### config.mk
export PLATFORM = sky130hd
export DESIGN_NAME = ex_stage
export DESIGN_NICKNAME = d
export VERILOG_FILES = /design/src/rtl/ex_stage_pkg.sv /design/src/rtl/ex_stage_alu.sv /design/src/rtl/ex_stage.sv
export SDC_FILE = /design/constraint.sdc
export NUM_CORES = 1
export LEC_CHECK = 0
export ABC_AREA = 1
export CORE_UTILIZATION = 50
export DETAILED_ROUTE_END_ITERATION = 7
export GPL_ROUTABILITY_DRIVEN = 0
export PLACE_DENSITY = 0.88
export SLEW_MARGIN = 10
export SYNTH_ARGS = -nofsm -noshare
export SYNTH_HDL_FRONTEND = slang
export SYNTH_HIERARCHICAL = 1
export SYNTH_SLANG_ARGS = --single-unit
### constraint.sdc
create_clock -name clock -period 3.8 [get_ports clock]
set_input_delay 0.76 -clock clock [delete_from_list [all_inputs] [get_ports clock]]
set_output_delay 0.76 -clock clock [all_outputs]
set_load 0.02 [all_outputs]
### src/rtl/ex_stage_pkg.sv
// Shared opcode map, run-state encoding and flag-update classification
// for the 16-bit pipeline execute stage.
package ex_stage_pkg;

  localparam logic EXEC = 1'b1;
  localparam logic IDLE = 1'b0;

  localparam logic [4:0] OP_NOP   = 5'b00000;
  localparam logic [4:0] OP_HALT  = 5'b00001;
  localparam logic [4:0] OP_LOAD  = 5'b00010;
  localparam logic [4:0] OP_STORE = 5'b00011;
  localparam logic [4:0] OP_SLL   = 5'b00100;
  localparam logic [4:0] OP_SLA   = 5'b00101;
  localparam logic [4:0] OP_SRL   = 5'b00110;
  localparam logic [4:0] OP_SRA   = 5'b00111;
  localparam logic [4:0] OP_ADD   = 5'b01000;
  localparam logic [4:0] OP_ADDI  = 5'b01001;
  localparam logic [4:0] OP_SUB   = 5'b01010;
  localparam logic [4:0] OP_SUBI  = 5'b01011;
  localparam logic [4:0] OP_CMP   = 5'b01100;
  localparam logic [4:0] OP_AND   = 5'b01101;
  localparam logic [4:0] OP_OR    = 5'b01110;
  localparam logic [4:0] OP_XOR   = 5'b01111;
  localparam logic [4:0] OP_LDIH  = 5'b10000;
  localparam logic [4:0] OP_ADDC  = 5'b10001;
  localparam logic [4:0] OP_SUBC  = 5'b10010;
  localparam logic [4:0] OP_JUMP  = 5'b11000;
  localparam logic [4:0] OP_JMPR  = 5'b11001;
  localparam logic [4:0] OP_BZ    = 5'b11010;
  localparam logic [4:0] OP_BNZ   = 5'b11011;
  localparam logic [4:0] OP_BN    = 5'b11100;
  localparam logic [4:0] OP_BNN   = 5'b11101;
  localparam logic [4:0] OP_BC    = 5'b11110;
  localparam logic [4:0] OP_BNC   = 5'b11111;

  typedef enum logic [1:0] {
    FC_NONE,
    FC_ARITH,
    FC_LOGIC
  } flag_class_e;

  function automatic flag_class_e flag_class(input logic [4:0] op);
    case (op)
      OP_ADD, OP_ADDI, OP_ADDC, OP_SUB, OP_SUBI, OP_SUBC, OP_CMP, OP_LDIH:
        return FC_ARITH;
      OP_AND, OP_OR, OP_XOR, OP_SLL, OP_SLA, OP_SRL, OP_SRA:
        return FC_LOGIC;
      default:
        return FC_NONE;
    endcase
  endfunction

endpackage

### src/rtl/ex_stage_alu.sv
// Combinational ALU for the execute stage; a 17-bit internal result gives
// carry-out on adds and borrow on subtracts through the same top bit.
module ex_alu
  import ex_stage_pkg::*;
#(
  parameter int WIDTH = 16,
  parameter int OPW   = 5
) (
  input  logic [OPW-1:0]   op,
  input  logic [WIDTH-1:0] a,
  input  logic [WIDTH-1:0] b,
  input  logic             cin,
  output logic [WIDTH-1:0] result,
  output logic             cout
);

  logic [WIDTH:0]   wide;
  logic [WIDTH-1:0] sra_val;

  assign sra_val = $unsigned($signed(a) >>> b[3:0]);

  always_comb begin
    wide = '0;
    case (op)
      OP_ADD, OP_ADDI, OP_LDIH, OP_LOAD, OP_STORE, OP_JMPR,
      OP_BZ, OP_BNZ, OP_BN, OP_BNN, OP_BC, OP_BNC:
        wide = {1'b0, a} + {1'b0, b};
      OP_ADDC: wide = {1'b0, a} + {1'b0, b} + {{WIDTH{1'b0}}, cin};
      OP_SUB, OP_SUBI, OP_CMP:
        wide = {1'b0, a} - {1'b0, b};
      OP_SUBC: wide = {1'b0, a} - {1'b0, b} - {{WIDTH{1'b0}}, cin};
      OP_AND:  wide = {1'b0, a & b};
      OP_OR:   wide = {1'b0, a | b};
      OP_XOR:  wide = {1'b0, a ^ b};
      OP_SLL, OP_SLA: wide = {1'b0, a << b[3:0]};
      OP_SRL:  wide = {1'b0, a >> b[3:0]};
      OP_SRA:  wide = {1'b0, sra_val};
      default: wide = '0;
    endcase
  end

  assign result = wide[WIDTH-1:0];
  assign cout   = wide[WIDTH];

endmodule

### src/rtl/ex_stage.sv
// Execute stage: ALU, ZF/NF/CF flag register, branch resolution and the
// EX->MEM pipeline register. Everything stateful freezes outside EXEC.
module ex_stage
  import ex_stage_pkg::*;
#(
  parameter int WIDTH = 16,
  parameter int OPW   = 5
) (
  input  logic             clock,
  input  logic             reset,
  input  logic             state,
  input  logic [WIDTH-1:0] ex_ir,
  input  logic [WIDTH-1:0] reg_A,
  input  logic [WIDTH-1:0] reg_B,
  input  logic [WIDTH-1:0] smdr,
  output logic [WIDTH-1:0] ALUo,
  output logic             jump,
  output logic [WIDTH-1:0] mem_ir,
  output logic [WIDTH-1:0] reg_C,
  output logic [WIDTH-1:0] smdr1,
  output logic             dw,
  output logic             zf,
  output logic             nf,
  output logic             cf
);

  logic [OPW-1:0] op;
  logic           exec_en;
  logic           alu_cout;
  logic           take;

  assign op      = ex_ir[WIDTH-1 -: OPW];
  assign exec_en = (state == EXEC);

  ex_alu #(.WIDTH(WIDTH), .OPW(OPW)) u_alu (
    .op     (op),
    .a      (reg_A),
    .b      (reg_B),
    .cin    (cf),
    .result (ALUo),
    .cout   (alu_cout)
  );

  // Branches read the registered flags; the producer is always a cycle ahead.
  always_comb begin
    take = 1'b0;
    case (op)
      OP_JMPR: take = 1'b1;
      OP_BZ:   take = zf;
      OP_BNZ:  take = ~zf;
      OP_BN:   take = nf;
      OP_BNN:  take = ~nf;
      OP_BC:   take = cf;
      OP_BNC:  take = ~cf;
      default: take = 1'b0;
    endcase
  end

  assign jump = take & exec_en;

  always_ff @(posedge clock) begin
    if (reset) begin
      mem_ir <= '0;
      reg_C  <= '0;
      smdr1  <= '0;
      dw     <= 1'b0;
      zf     <= 1'b0;
      nf     <= 1'b0;
      cf     <= 1'b0;
    end else if (exec_en) begin
      mem_ir <= ex_ir;
      reg_C  <= ALUo;
      smdr1  <= smdr;
      dw     <= (op == OP_STORE);
      case (flag_class(op))
        FC_ARITH: begin
          zf <= (ALUo == '0);
          nf <= ALUo[WIDTH-1];
          cf <= alu_cout;
        end
        FC_LOGIC: begin
          zf <= (ALUo == '0);
          nf <= ALUo[WIDTH-1];
        end
        default: ;
      endcase
    end
  end

endmodule
==> results of run 1 <==
-- kinds of logic after synthesis --
logic type / count (synthesis)
muxes: 2
adders and majority gates: 56
xor gates and xnor gates: 3
AOI/OAI and AO/OA: 241
DFF: 52
and+or+nand+nor: 749
buffers and inverters: 242
-- Yosys cell counts, types with 8 or more instances --
| master | n | area share (%) |
|---|---|---|
| nor2_2 | 9 | 0.74 |
| clkbuf_1 | 13 | 0.64 |
| inv_1 | 174 | 8.5 |
| buf_6 | 11 | 1.6 |
| inv_2 | 9 | 0.44 |
| buf_2 | 20 | 1.3 |
| nand3_1 | 88 | 5.8 |
| ha_1 | 54 | 8.8 |
| nand2_1 | 345 | 17 |
| nand4_1 | 21 | 1.7 |
| o21ai_0 | 121 | 7.9 |
| o22ai_1 | 16 | 1.3 |
| nand2_2 | 35 | 2.9 |
| nand3_2 | 11 | 1.4 |
| a21oi_1 | 52 | 3.4 |
| dfxtp_1 | 52 | 14 |
| o211ai_1 | 8 | 0.79 |
| o221ai_1 | 8 | 0.92 |
| nor2_4 | 13 | 1.9 |
| nor2_1 | 195 | 9.6 |
| nor3_1 | 11 | 0.72 |
-- layer usage --
| layer | overflow | global-route usage (%) |
|---|---|---|
| met5 | 0 | 40.2 |
| met4 | 120 | 88.7 |
| met3 | 5 | 66.9 |
| met2 | 274 | 102 |
| met1 | 1 | 81.4 |
-- what timing repair did --
action	CTS
gates resized for setup	260
setup endpoints to repair	17
pin swaps	60
cloned	1
buffers inserted	22
-- per-stage QoR --
| step | utilization (%) | std cells | hold slack, ns | area, µm² |
|---|---|---|---|---|
| 3_3_place_gp | 72.5 | 1847 | 0.453 | 10700 |
| 3_5_place_dp | 72.5 | 1847 | 0.473 | 10700 |
| 4_1_cts | 78.6 | 1878 | 0.483 | 11600 |
| 2_1_floorplan | - | 1345 | 0.530 | 7650 |
==> out/results.txt, run 1 <==
DP Worst Slack = -1.16 ns
Adder-cell share of the synthesized area = 9.36%
Compound-cell area share of the yosys netlist = 18.2%
Last step reached = global routing
Register area share after synthesis = 13.6%
Post-Syn Instances = 1345
Error msg = [ERROR GRT-0232] Routing congestion too high. Check the congestion heatmap in the GUI.
Final HPWL DP = 25600 µm
Status = stopped before the end
H-Tree Depth = 2
Number of I/O pins = 136
Synthesis-stage register bit count = 52
Post-Syn Area = 0.00765 mm²
Crit. endpoint post-GRT repair = ALUo[14]
Port Buffers = 135
GRT overflow = 400
Post-synth EDFFs = 0
Chip width = 126 µm
Ys flop type = dfxtp_1
Largest net degree at the start of global routing = 55
Largest family of logic cells by synthesized area = simple AND/OR/NAND/NOR gates
Mux cell area share after synthesis = 0.262%
CTS Root Cell = clkbuf_16
Ys async rst share = 0%
Simple-Gate Fraction of Synth Area = 44.3%
Xor and xnor area share after synthesis = 0.442%
Rows = 44
Initial Util = 51.8%
CTS sink count = 52
Synthesis warning total = 6
CTS Hold Bufs = 0
Syn nets = 1468
Die height = 126 µm
Yosys cell types = 58
Worst endpoint type = output port
Num CTS Buffers = 5
CTS Buffer Depth = 2
GRT Resource Usage Total = 83.7%
Post-Syn Area per Cell = 5.69 µm²
==> run 2, diff against run 1 <==
CORE_UTILIZATION = 35   (was 50)
PLACE_DENSITY = unset   (was 0.88)
PLACE_DENSITY_LB_ADDON = 0.15   (was unset)
clock period = 4.9 ns   (was 3.8 ns; I/O delays follow)
==> out/results.txt, run 2 <==
Initial Util = 36.0% (-16 points)
Post-synth EDFFs = 0 (unchanged)
Post-layout util = 51.1%
Hold WC Path Type = flop to flop
Worst Path Required = 3.92 ns
Worst r2r path cells = 19
GRT overflow = 0
Die height = 150 µm (+19%)
GRT Resource Usage Total = 27.5%
Reg2reg end = zf
Syn nets = 1468 (unchanged)
Crit-path max FO = 5
Port Buffers = 135 (unchanged)
Achievable Freq = 210 MHz
Antenna-violating nets left = 0
Vias in the first global route = 8840
Drt pass-1 iters = 5
Register area = 0.00104 mm²
DP Worst Slack = -0.537 ns (+0.625 ns)
Status = finished, final reports clean
Final setup viols = 0
Synth-to-Final Area Change = 41.9%
Final slew viol count = 0
Count leader, synth = nand2_1
Most frequent cells in the layout = nand2_1 (341), buf_4 (196), nor2_1 (192), inv_1 (169), o21ai_0 (121)
Slew headroom = 40.3%
Post-synth top area share = 16.9% (unchanged)
CP cell instances = clkdlybuf4s50_1 -> inv_1 -> ha_4 -> buf_4 -> inv_4 -> nand2_2 -> nand2_2 -> inv_2 -> nand3_2 -> nand2_1 -> nand2_2 -> buf_4 -> inv_1 -> nor2_1 -> o311ai_1 -> buf_4 -> dlygate4sd2_1
CP endpoint kind = primary output
# nets final = 1758
MaxCap Viol Count = 0
Crit share post-route = 97.3%
Num CTS Buffers = 5 (unchanged)
WP data arrival = 3.79 ns
Initial antenna violation count = 0
Final Hold Viols = 0
Worst hold path depth = 2
Global-route wire length before repair = 47300 µm
Worst skew pair latency = 0.30 ns
Power Density = 200 mW/mm²
Final HPWL DP = 26200 µm (+2.3%)
Largest net degree at the start of global routing = 55
Synthesis warning total = 6 (unchanged)
CTS Hold Bufs = 0 (unchanged)
Synth area leaders = nand2_1 (17%), dfxtp_1 (14%), nor2_1 (9.6%)
Ys flop type = dfxtp_1
Rows = 53 (+20%)
CTS sink count = 52 (unchanged)
R2R setup slack = 2.22 ns
Leakage = 5.40 nW
Worst Path Class, Setup = input pin to primary output
Crit path from = reg_B[4]
Post-Place Cells = 1899 (+2.8%)
Core footprint = 0.0212 mm²
Synthesis-stage register bit count = 52 (unchanged)
Largest stage delay, worst path = 0.54 ns
CTS tree = yes
DRC = 0
CTS Buffer Depth = 2 (unchanged)
Worst Setup EP = ALUo[5]
Setup WS post-layout = 0.131 ns
Register area share after synthesis = 13.6% (unchanged)
Avg Vias per Cell = 5.11
DRT Wirelength = 31000 µm
Type of origin of the critical path = input pin
Reg2Reg Launch Point = cf
CP Depth = 17
Post-Syn Area = 0.00765 mm² (unchanged)
Commonest non-fill, non-tap cell in the layout = nand2_1
Slowest stage cell on the critical path = clkdlybuf4s50_1
H-Tree Depth = 2 (unchanged)
CP top delay family = buffers and inverters
Post-Syn Area per Cell = 5.69 µm² (unchanged)
Layout Cells excl Fill = 1911
Peak VDD IR = 0.000139 V
Number of fillers in the final layout = 2245
Synth top cells by count = nand2_1 (345), nor2_1 (195), inv_1 (174)
Min cycle time layout = 4.77 ns
CTS Root Cell = clkbuf_16
Post-synth top area cell = nand2_1
Clock skew = 0.00476 ns
Wire length per cell = 16.2 µm
Chip width = 150 µm (+19%)
Multi-input gate area = 0.00570 mm²
Setup tns final = 0 ns
Crit path buf inv count = 9
Ys async rst share = 0% (unchanged)
Top flop regs = mem_ir x16, reg_C x16, smdr1 x16
Slew @ Worst Pin = 0.894 ns
Clk slew on worst S/H paths = 0.07 ns
Number of I/O pins = 136 (unchanged)
Yosys cell types = 58 (unchanged)
Antenna cells = 0
Share of cells above drive strength 1 = 21.0%
Post-Syn Instances = 1345 (unchanged)
DRT iter0 DRCs = 721
Die area = 0.0224 mm²
Via Count = 9762
-- run 2: cell counts after synthesis --
No cell type changed its count.
-- run 2: logic make-up (layout without fill, tap and decap cells) --
logic type | count (synthesis) | in the layout | share of synthesized area, %
flops | 52 | 52 | 13.6
simple gates | 749 | 749 | 44.3
fa+ha+maj | 56 | 56 | 9.36
buf+inv | 242 | 533 | 13.8
mux | 2 | 2 | 0.262
compound gates | 241 | 241 | 18.2
xor+xnor | 3 | 3 | 0.442
-- run 2: routing by layer --
metal | wire [µm] | up-vias | track usage [%]
met1 | 13900 | 4438 | 38.3
met3 | 2550 | 29 | 4.70
met4 | 420 | 0 | 4.49
li1 | - | 4924 | -
met5 | 0 | - | 0
met2 | 14100 | 371 | 44.5
-- run 2: cell type report --
cell class              count  share of cell area, %
multi-input cells        1051                   52.5
repair buffers            335                   26.2
flip-flops and latches     52                   9.60
inverters                 190                   6.70
well taps                 275                   3.17
clock buffers               5                   1.15
clock inverters             3                  0.634
-- run 2: how the worst min path moves through the flow --
| stage | end | slack (ns) | from |
|---|---|---|---|
| 6_report | reg_C[15] | 0.47 | reg_C[15] |
| 5_1_grt | reg_C[15] | 0.50 | reg_C[15] |
| 4_1_cts | reg_C[15] | 0.47 | reg_C[15] |
| 3_5_place_dp | reg_C[15] | 0.46 | reg_C[15] |
| 3_3_place_gp | reg_C[15] | 0.45 | reg_C[15] |
| 2_1_floorplan | reg_C[15] | 0.53 | reg_C[15] |
-- run 2: stage by stage --
| stage | power (mW) | instance area [µm²] | hold WS (ns) |
|---|---|---|---|
| finish | 2.17 | 10800 | 0.472 |
| CTS | 2.15 | 10700 | 0.475 |
| global route | 2.31 | 10800 | 0.499 |
| floorplan | 1.12 | 7650 | 0.530 |
| detailed placement | 1.70 | 10500 | 0.463 |
| global placement | 1.69 | 10500 | 0.452 |
-- run 2: timing repair --
action                     CTS  global route
setup buffers                0             4
gates resized for setup     27            48
setup endpoints to repair   14            13
pin swaps                    0             7
-- run 2: worst reg2reg max path, stage by stage, from the launching register on --
cell and delay (ns):
dfxtp_1 0.45, ha_1 0.22, ha_2 0.19, inv_1 0.06, nor2_4 0.13, nand3_2 0.12
nor2_4 0.17, nand4_4 0.14, nor2_4 0.19, nand3_2 0.08, nand2_1 0.06, nand2_1 0.04
nand2_1 0.08, nand3_2 0.09, buf_4 0.16, nor2_1 0.09, nand2_1 0.05, nor2_1 0.11
nand2_1 0.06, a21oi_1 0.11
-- run 2: power by group --
group          leakage (nW)  internal [mW]  switching (mW)
registers             0.431          0.454          0.0158
logic                  4.88          0.522           0.723
clock network        0.0944          0.294           0.160
total                  5.40           1.27           0.899
Note: power is estimated with default switching activity, not from simulation.
==> run 3, diff against run 2 <==
CELL_PAD_IN_SITES_DETAIL_PLACEMENT = 0   (was unset)
CELL_PAD_IN_SITES_GLOBAL_PLACEMENT = 2   (was unset)
CORE_UTILIZATION = 28   (was 35)
==> out/results.txt, run 3 (synthesized netlist as in run 2, its figures left out) <==
Slowest stage cell on the critical path = clkdlybuf4s50_1
# nets final = 1808 (+2.8%)
Top Usage Layer GRT = met2
Wire length per cell = 17.3 µm (+6.5%)
GRT overflow = 0 (unchanged)
Die height = 167 µm (+12%)
Power Density = 191 mW/mm² (-4.3%)
Status = finished, final reports clean
Share of cells above drive strength 1 = 23.3% (+2.2 points)
DRT iter0 DRCs = 759 (+5.3%)
Initial Util = 28.5% (-7.6 points)
CP dominant cell by count = buf_4
Most frequent cells in the layout = nand2_1 (338), buf_4 (247), nor2_1 (191), inv_1 (174), o21ai_0 (121)
H-Tree Depth = 2 (unchanged)
WP data arrival = 3.76 ns (-0.03 ns)
Die area = 0.0280 mm² (+25%)
Grt met1 use = 35.3% (-3.0 points)
CP top delay family = buffers and inverters
Rows = 60 (+13%)
Global-route wire length before repair = 54000 µm (+14%)
Drt pass-1 iters = 6 (+1)
DRC = 0 (unchanged)
Number of I/O pins = 136 (unchanged)
Commonest non-fill, non-tap cell in the layout = nand2_1
MaxCap Viol Count = 0 (unchanged)
Postcts setup bufs = 0 (unchanged)
Largest net degree at the start of global routing = 55 (unchanged)
Antenna-violating nets left = 0 (unchanged)
CTS Root Cell = clkbuf_16
Initial antenna violation count = 0 (unchanged)
Crit-path max FO = 6 (+1)
CTS Buffer Depth = 2 (unchanged)
Type of origin of the critical path = input pin
GRT Resource Usage Total = 25.0% (-2.5 points)
Clock power frac = 17.1% (-3.9 points)
Sequential power share = 21.8% (about the same)
Largest stage delay, worst path = 0.48 ns (-0.06 ns)
CTS tree = yes
Via Count = 9806 (+0.45%)
Synth-to-Final Area Change = 47.0%
Achievable Freq = 211 MHz (+0.72%)
Crit path buf inv count = 5 (-4)
WHS = 0.468 ns (-0.00391 ns)
Worst Path Class, Setup = input pin to primary output
Gate power share = 61.1% (+3.7 points)
Crit share post-route = 96.6% (-0.70 points)
CTS sink count = 52 (unchanged)
Chip width = 167 µm (+12%)
Final slew viol count = 0 (unchanged)
Slew headroom = 35.9% (-4.4 points)
Total net switching power = 0.933 mW (+3.7%)
Post-layout util = 41.8% (-9.3 points)
Core footprint = 0.0269 mm² (+27%)
Slew @ Worst Pin = 0.960 ns (+0.0658 ns)
CP endpoint kind = primary output
Peak VDD IR = 0.000228 V (+64%)
Leakage = 5.62 nW (+4.0%)
Hold WC Path Type = flop to flop
CP cell instances = clkdlybuf4s50_1 -> inv_1 -> ha_2 -> o21ai_0 -> buf_4 -> a21oi_1 -> nand4_1 -> nand2_2 -> nor2_1 -> nor4_2 -> buf_4 -> nand3_1 -> clkdlybuf4s15_2
Worst skew pair latency = 0.29 ns (about the same)
Met2 usage in global routing = 42.5% (-2.0 points)
Tot Pwr = 2.15 mW (-0.81%)
Met3 Use GR = 1.99% (-2.7 points)
Antenna cells = 0 (unchanged)
Final HPWL DP = 29900 µm (+14%)
Sw frac = 43.3% (+1.9 points)
CTS Hold Bufs = 0 (unchanged)
Layout Cells excl Fill = 2027 (+6.1%)
Vias in the first global route = 9304 (+5.2%)
Num CTS Buffers = 5 (unchanged)
Avg Vias per Cell = 4.84 (-5.3%)
Clock skew = 0.00529 ns (+0.000532 ns)
Min cycle time layout = 4.74 ns (-0.0341 ns)
RSZ-0062 raised after global routing = yes
Top flop regs = mem_ir x16, reg_C x16, smdr1 x16
DRT Wirelength = 35000 µm (+13%)
Final Hold Viols = 0 (unchanged)
Post-Place Cells = 2019 (+6.3%)
Worst Path Required = 3.92 ns (about the same)
Number of fillers in the final layout = 2963 (+32%)
Clk slew on worst S/H paths = 0.07 ns (about the same)
Port Buffers = 135 (unchanged)
Final setup viols = 0 (unchanged)
P_int = 1.22 mW (-4.0%)
run 3: final cells by class:
type / count / area (µm²) / area share (%)
Inverter: 190 / 727 / 6.46
Multi-Input combinational cell: 1051 / 5660 / 50.4
Sequential cell: 52 / 1040 / 9.26
Clock inverter: 2 / 15.0 / 0.134
Tap cell: 341 / 427 / 3.79
Timing Repair Buffer: 385 / 3230 / 28.8
Clock buffer: 6 / 139 / 1.24
run 3: worst register-to-register path, stage by stage (launching register included):
cell	delay [ns]
dfxtp_1	0.48
ha_1	0.23
ha_1	0.16
inv_1	0.05
nor2_1	0.15
nand2_2	0.11
nor2_4	0.10
inv_1	0.06
nor2_2	0.15
buf_4	0.13
nand3_1	0.06
nand2_1	0.07
nand2_1	0.04
nand2_1	0.06
nand3_1	0.10
buf_4	0.17
nor2_1	0.10
nand2_1	0.05
nor2_1	0.11
nand2_1	0.07
a21oi_1	0.11
run 3: worst paths after layout:
path	slack (ns)	startpoint	to	cells after the start
worst max-delay path	0.16	reg_A[9]	ALUo[12]	13
worst min-delay path	0.47	reg_C[15]	reg_C[15]	2
worst max register to register	2.28	cf	zf	20
worst min register to register	0.47	reg_C[15]	reg_C[15]	2
run 3: timing repair:
action	in CTS	in global routing
endpoints found under the setup margin	14	15
resized for setup	36	38
pin swaps	0	4
run 3: stage by stage:
stage | area, µm² | setup TNS, ns | setup slack (ns)
finish | 11200 | 0 | 0.165
detailed placement | 11000 | -4.25 | -0.420
CTS | 11200 | -0.00507 | -0.00507
global placement | 11000 | -4.15 | -0.395
floorplan | 7650 | 0 | 0.320
global route | 11200 | -0.00729 | -0.00729
run 3: power by group through the flow:
stage	clock network, mW	logic [mW]	registers [mW]
5_1_grt	0.402	1.43	0.474
3_5_place_dp	0	1.30	0.480
4_1_cts	0.379	1.30	0.470
3_3_place_gp	0	1.30	0.479
2_1_floorplan	0	0.605	0.517
6_report	0.367	1.32	0.470
run 3: routing by layer:
metal | wire, µm | part of all wire [%] | up-vias
met2 | 16300 | 47 | 217
met1 | 17100 | 49 | 4550
met3 | 1300 | 3.7 | 22
li1 | - | - | 5017
met5 | 0 | 0 | -
met4 | 324 | 0.92 | 0
==> run 4, diff against run 3 <==
CTS_CLUSTER_DIAMETER = 50   (was unset)
==> results of run 4 <==
Final layout, timing and power as in run 3 (identical DEF).
